==> src/rtl/obstacle_lane_scroller.sv <==
// Four-lane obstacle field: spawns, scrolls per frame, scores retirements and detects player collision.
// Optional build macro SPEEDUP_EN: raise scroll speed every SPEEDUP_EVERY passed obstacles.
module obstacle_lane_scroller #(
  parameter int unsigned SCREEN_H      = 480,
  parameter int unsigned OBS_H         = 40,
  parameter int unsigned PLAYER_Y      = 400,
  parameter int unsigned PLAYER_H      = 40,
  parameter int unsigned SPEED_INIT    = 2,
  parameter int unsigned SPEED_MAX     = 8,
  parameter int unsigned SPEEDUP_EVERY = 8
) (
  input  logic        ck,
  input  logic        rst_n,
  input  logic        start,
  input  logic        spawn,
  input  logic        check1,
  input  logic        check2,
  input  logic        check3,
  input  logic        check4,
  input  logic [8:0]  position,
  input  logic        frame_tick,
  input  logic [1:0]  player_lane,
  output logic [3:0]  obs_active,
  output logic [35:0] obs_x,
  output logic [39:0] obs_y,
  output logic        hit,
  output logic        spawn_drop,
  output logic [9:0]  score,
  output logic        playing
);

  localparam int unsigned SW = $clog2(SPEED_MAX + 1);
  localparam logic [SW-1:0] SPEED_INIT_W = SW'(SPEED_INIT);
  localparam logic [10:0]   SCREEN_LIM   = 11'(SCREEN_H);
  localparam logic [10:0]   OBS_H_W      = 11'(OBS_H);
  localparam logic [10:0]   PLAYER_TOP   = 11'(PLAYER_Y);
  localparam logic [10:0]   PLAYER_BOT   = 11'(PLAYER_Y + PLAYER_H);
  localparam logic [10:0]   SCORE_MAX    = 11'd999;

  if (SPEEDUP_EVERY == 0 || SPEED_MAX < SPEED_INIT) begin : g_cfg_check
    $error("obstacle_lane_scroller: invalid speed configuration");
  end

  typedef enum logic [1:0] {IDLE, PLAY, HIT} state_t;

  state_t        state;
  logic [9:0]    y_q [4];
  logic [8:0]    x_q [4];
  logic [SW-1:0] speed;

  logic [3:0]    lane_sel;
  logic          one_hot;
  logic [1:0]    lane;
  logic          collide;
  logic [10:0]   sum [4];
  logic [3:0]    retire;
  logic [2:0]    n_retire;
  logic [10:0]   score_sum;
  logic [9:0]    score_next;

  always_comb begin
    lane_sel = ~{check4, check3, check2, check1};
    one_hot  = $onehot(lane_sel);
    lane     = 2'd0;
    for (int unsigned i = 0; i < 4; i++) begin
      if (lane_sel[i]) lane = 2'(i);
    end

    collide = obs_active[player_lane]
              && ({1'b0, y_q[player_lane]} + OBS_H_W > PLAYER_TOP)
              && ({1'b0, y_q[player_lane]} < PLAYER_BOT);

    n_retire = '0;
    for (int unsigned i = 0; i < 4; i++) begin
      sum[i]    = {1'b0, y_q[i]} + 11'(speed);
      retire[i] = obs_active[i] && (sum[i] >= SCREEN_LIM);
      n_retire  = n_retire + 3'(retire[i]);
    end

    score_sum  = {1'b0, score} + 11'(n_retire);
    score_next = (score_sum > SCORE_MAX) ? SCORE_MAX[9:0] : score_sum[9:0];
  end

  always_comb begin
    obs_x = '0;
    obs_y = '0;
    for (int unsigned i = 0; i < 4; i++) begin
      obs_x[9*i +: 9]   = x_q[i];
      obs_y[10*i +: 10] = y_q[i];
    end
  end

`ifdef SPEEDUP_EN
  localparam int unsigned PW = $clog2(SPEEDUP_EVERY + 4);
  localparam logic [PW-1:0] EVERY_W     = PW'(SPEEDUP_EVERY);
  localparam logic [SW-1:0] SPEED_MAX_W = SW'(SPEED_MAX);

  logic [PW-1:0] pass_cnt;
  logic [PW-1:0] pass_sum;

  always_comb pass_sum = pass_cnt + PW'(n_retire);
`endif

  always_ff @(posedge ck) begin
    if (!rst_n) begin
      state      <= IDLE;
      playing    <= 1'b0;
      obs_active <= '0;
      score      <= '0;
      speed      <= SPEED_INIT_W;
      hit        <= 1'b0;
      spawn_drop <= 1'b0;
      for (int unsigned i = 0; i < 4; i++) begin
        y_q[i] <= '0;
        x_q[i] <= '0;
      end
`ifdef SPEEDUP_EN
      pass_cnt <= '0;
`endif
    end else begin
      hit        <= 1'b0;
      spawn_drop <= 1'b0;
      case (state)
        IDLE, HIT: begin
          if (start) begin
            state      <= PLAY;
            playing    <= 1'b1;
            obs_active <= '0;
            score      <= '0;
            speed      <= SPEED_INIT_W;
            for (int unsigned i = 0; i < 4; i++) y_q[i] <= '0;
`ifdef SPEEDUP_EN
            pass_cnt <= '0;
`endif
          end
        end
        PLAY: begin
          if (collide) begin
            state   <= HIT;
            playing <= 1'b0;
            hit     <= 1'b1;
          end else begin
            if (frame_tick) begin
              for (int unsigned i = 0; i < 4; i++) begin
                if (retire[i]) begin
                  obs_active[i] <= 1'b0;
                  y_q[i]        <= '0;
                end else if (obs_active[i]) begin
                  y_q[i] <= sum[i][9:0];
                end
              end
              score <= score_next;
`ifdef SPEEDUP_EN
              if (pass_sum >= EVERY_W) begin
                pass_cnt <= pass_sum - EVERY_W;
                if (speed < SPEED_MAX_W) speed <= speed + 1'b1;
              end else begin
                pass_cnt <= pass_sum;
              end
`endif
            end
            // Occupancy uses pre-tick flags, so a lane retiring this cycle still rejects a spawn.
            if (spawn) begin
              if (one_hot && !obs_active[lane]) begin
                obs_active[lane] <= 1'b1;
                y_q[lane]        <= '0;
                x_q[lane]        <= position;
              end else begin
                spawn_drop <= 1'b1;
              end
            end
          end
        end
        default: begin
          state   <= IDLE;
          playing <= 1'b0;
        end
      endcase
    end
  end

endmodule

==> config.mk <==
export PLATFORM = sky130hd
export DESIGN_NAME = obstacle_lane_scroller
export DESIGN_NICKNAME = d
export VERILOG_FILES = /design/src/rtl/obstacle_lane_scroller.sv
export SDC_FILE = /design/constraint.sdc
export NUM_CORES = 1
export LEC_CHECK = 0
export ABC_AREA = 1
export BUFFER_PORTS_ARGS = -buffer_cell sky130_fd_sc_hd__buf_2
export CORE_ASPECT_RATIO = 0.5
export CORE_MARGIN = 1
export CORE_UTILIZATION = 47
export CTS_BUF_LIST = sky130_fd_sc_hd__clkbuf_4 sky130_fd_sc_hd__clkbuf_8
export CTS_CLUSTER_DIAMETER = 120
export DETAILED_ROUTE_END_ITERATION = 12
export PLACE_DENSITY = 0.67
export SYNTH_ARGS = -nofsm -noshare
export SYNTH_HDL_FRONTEND = slang
export SYNTH_SLANG_ARGS = --single-unit
export TNS_END_PERCENT = 10
==> constraint.sdc <==
create_clock -name ck -period 10.5 [get_ports ck]
set_clock_uncertainty 0.1 [all_clocks]
set_input_delay 1.575 -clock ck [delete_from_list [all_inputs] [get_ports ck]]
set_output_delay 1.575 -clock ck [all_outputs]
set_load 0.005 [all_outputs]
==> flow_metrics.py <==
metrics = {
    "min_path": {
        "holdPathEnd": "y_q[0][9]$_SDFFE_PP0P_",
        "hold_path_class": "reg2reg",
        "min_path_cells": 2,
        "min_from": "y_q[0][9]$_SDFFE_PP0P_",
    },
    "power": {
        "p_total_uw": 733,
        "p_switching_uw": 210,
        "seqPwrFrac": 0.531,
        "leakage_nw": 2.92,
        "p_int_uw": 523,
        "p_clk_frac": 0.351,
        "p_sw_frac": 0.287,
        "cellPowerDensity_mw_per_mm2": 118,
        "irDropWorstVdd_mv": 0.0669,
        "p_comb_frac": 0.118,
    },
    "synthesis": {
        "synth_edf_count": 36,
        "synthAdderAreaFrac": 0.0356,
        "synth.top_cell.area_share": 0.203,
        "ys_warn_count": 0,
        "syn_area_mm2": 0.00541,
        "ys_seq_elements": 91,
        "synth_top_family_by_area": "simple AND/OR/NAND/NOR gates",
        "ys_seq_area_frac": 0.403,
        "synth_mux_area_frac": 0,
        "synthSimpleGateAreaFrac": 0.364,
        "yosysTopAreaCell": "dfxtp_1",
        "async_flop_share": 0,
        "netlist_instances": 743,
        "synth_area_per_cell_um2": 7.28,
        "ys_types": 45,
        "ys.flop_type": "dfxtp_1",
        "synth_area_leaders": "dfxtp_1, edfxtp_1, nand2_1",
        "synth_compound_gate_area_share": 0.0795,
        "synth_xor_area_frac": 0.0259,
    },
    "critical_path": {
        "startpoint_type": "flop",
        "r2r_end": "score[7]$_SDFFE_PN0P_",
        "max_stage_delay_ps": 520,
        "endpoint_kind": "flop",
        "r2r-start": "y_q[0][1]$_SDFFE_PP0P_",
        "path_max_fanout": 8,
        "worst-path-buf-inv": 2,
        "crit_path_top_delay_cell": "fa_1",
        "cp.required_ps": 10630,
        "cp.arrival_ps": 5170,
        "critPathTopFamily": "simple AND/OR/NAND/NOR gates",
        "cp_cell_sequence": "ha_1 -> nand2_1 -> nor2_1 -> nand2_1 -> xor2_1 -> inv_1 -> nand3_1 -> o21ai_1 -> nand2_1 -> fa_1 -> fa_1 -> fa_1 -> inv_1 -> nand2_1 -> nor2_1 -> nand4_1 -> nand3_1 -> nor2_1 -> nand2_1 -> nand2_1 -> o21ai_0 -> nor2_1 -> nor2_1 -> nor2_1",
        "reg2reg_depth": 24,
        "crit_type": "reg2reg",
        "reg2reg_setup_slack_ps": 5460,
    },
    "routing": {
        "antenna_left": 0,
        "dr.pass1.iters": 5,
        "post_drt_wl_per_cell_um": 14.1,
        "wl_mm": 13.9,
        "drtIter0Drc": 291,
        "via_count": 5106,
        "viasPerCell": 5.17,
        "drc": 0,
    },
    "die": {
        "std_cell_rows": 27,
        "dieArea_mm2": 0.0120,
        "die_h_um": 77.9,
        "chipWidth_um": 154,
        "io_pins": 113,
        "core_area_mm2": 0.0111,
        "start_util": 0.487,
    },
    "finish": {
        "drive_gt1_frac": 0.199,
        "layout_common_cells": "nand2_1, nor2_1, buf_2",
        "n_antenna_cell": 0,
        "final_util": 0.557,
        "final_common_cell": "nand2_1",
        "nNetsFinal": 871,
        "stdcell_count": 988,
        "area_delta_synth_final_pct": 14.4,
        "postLayoutCellArea_mm2": 0.00619,
    },
    "status": {
        "status": "completed",
    },
    "job": {
        "maxCapViolations": 0,
    },
    "placed_design": {
        "place.gp.congestion": 0.911,
        "placedInstanceArea_mm2": 0.00598,
        "io_buffers": 108,
        "dp_slack_ps": 5520,
        "hpwlAfterDp_mm": 10.3,
        "place_inst": 972,
    },
    "clocking": {
        "clockBufferDepth": 2,
        "cts_tree": "built",
        "cts-root-buf": "clkbuf_8",
        "cts_resized": 0,
        "cts_sinks": 91,
        "htree_levels": 3,
        "postCtsSetupRepairBufs": 0,
        "numCtsBuffers": 9,
        "hold_buffers": 0,
        "clkTransAtPathRegs_ps": 110,
        "clk_latency_ps": 370,
    },
    "global_route": {
        "overflow": 0,
        "grt_pass1_vias": 4545,
        "grt_start_max_net_pins": 38,
        "grt_util_all_layers": 0.239,
        "grt_pass1_wl_mm": 22.6,
        "antenna_found_initial": 0,
    },
    "sta": {
        "setup_tns_ps": 0,
        "grt_setup_unrepaired": "no",
        "fin_hold_ws_ps": 389,
        "period_needed_ps": 5040,
        "fin_crit_sh": 0.480,
        "worst_pin_slew_ps": 878,
        "layout_setup_ws_ps": 5460,
        "hold_violations": 0,
        "slew_viol_final": 0,
        "setup_viol_count_final": 0,
        "max_freq_mhz": 198,
        "slew_headroom": 0.415,
    },
}
==> power by group through the flow <==
stage	sequential [mW]	combinational (mW)	clock (mW)
4_1_cts	0.389	0.0861	0.265
3_5_place_dp	0.397	0.0857	0
6_report	0.389	0.0864	0.257
3_3_place_gp	0.397	0.0847	0
5_1_grt	0.391	0.0972	0.282
2_1_floorplan	0.394	0.0611	0
==> area by class of cell <==
class	instances	area [um^2]
clock inverters	7	92.6
well taps	145	181
inverters	84	320
flip-flops and latches	91	2180
fillers	1093	4920
repair buffers	108	541
clock buffers	9	124
multi-input cells	544	2750
==> cell usage after synthesis, types with 3 or more instances <==
master / count
nand3_1: 86
o21ai_0: 18
nor2_1: 119
nand2_2: 14
nor2_2: 3
buf_2: 5
edfxtp_1: 36
ha_1: 9
fa_1: 4
dfxtp_1: 55
o21ai_1: 4
buf_4: 6
buf_6: 6
inv_2: 4
xnor2_1: 4
a31oi_1: 3
nand4_1: 18
nand2_1: 168
clkbuf_1: 10
nor2_4: 3
a21oi_2: 7
xor2_1: 12
inv_1: 79
a21oi_1: 37
nand3b_1: 5
nor3_1: 6
==> how the worst max path moves through the flow <==
stage,startpoint,end,slack (ps),cells after the start
finish,y_q[0][1]$_SDFFE_PP0P_,score[7]$_SDFFE_PN0P_,5460,24
global route,y_q[0][1]$_SDFFE_PP0P_,score[7]$_SDFFE_PN0P_,5120,24
CTS,y_q[0][1]$_SDFFE_PP0P_,score[7]$_SDFFE_PN0P_,5590,24
detailed placement,check1,x_q[2][4]$_SDFFCE_PN0P_,5520,16
global placement,check1,x_q[2][0]$_SDFFCE_PN0P_,5620,16
floorplan,check1,x_q[2][0]$_SDFFCE_PN0P_,6060,15
==> worst min-delay path, stage by stage (launching register included) <==
cell and delay, ps:
dfxtp_1 340, nand3_1 80, nor2_1 40
==> layer usage <==
metal  vias up  routed length, um  track usage
met5         -                  0            0
met4         0                102       0.0450
met3        15                891       0.0480
met2       168               6020        0.373
met1      2320               6900        0.342
li1       2603                  -            -
==> flip-flops by register name, indices dropped and copies added (netlist names) <==
register    count
hit             1
obs_active      4
playing         1
score          10
spawn_drop      1
state           2
x_q            36
y_q            36
==> kinds of logic after synthesis <==
kind of cell | after synthesis
buffers and inverters | 111
adder cells (fa/ha/maj) | 13
AO/OA/AOI/OAI | 76
other | 1
flip-flops | 91
AND/OR/NAND/NOR | 435
XOR/XNOR | 16
No activity file was read; power rests on OpenSTA's default activity.
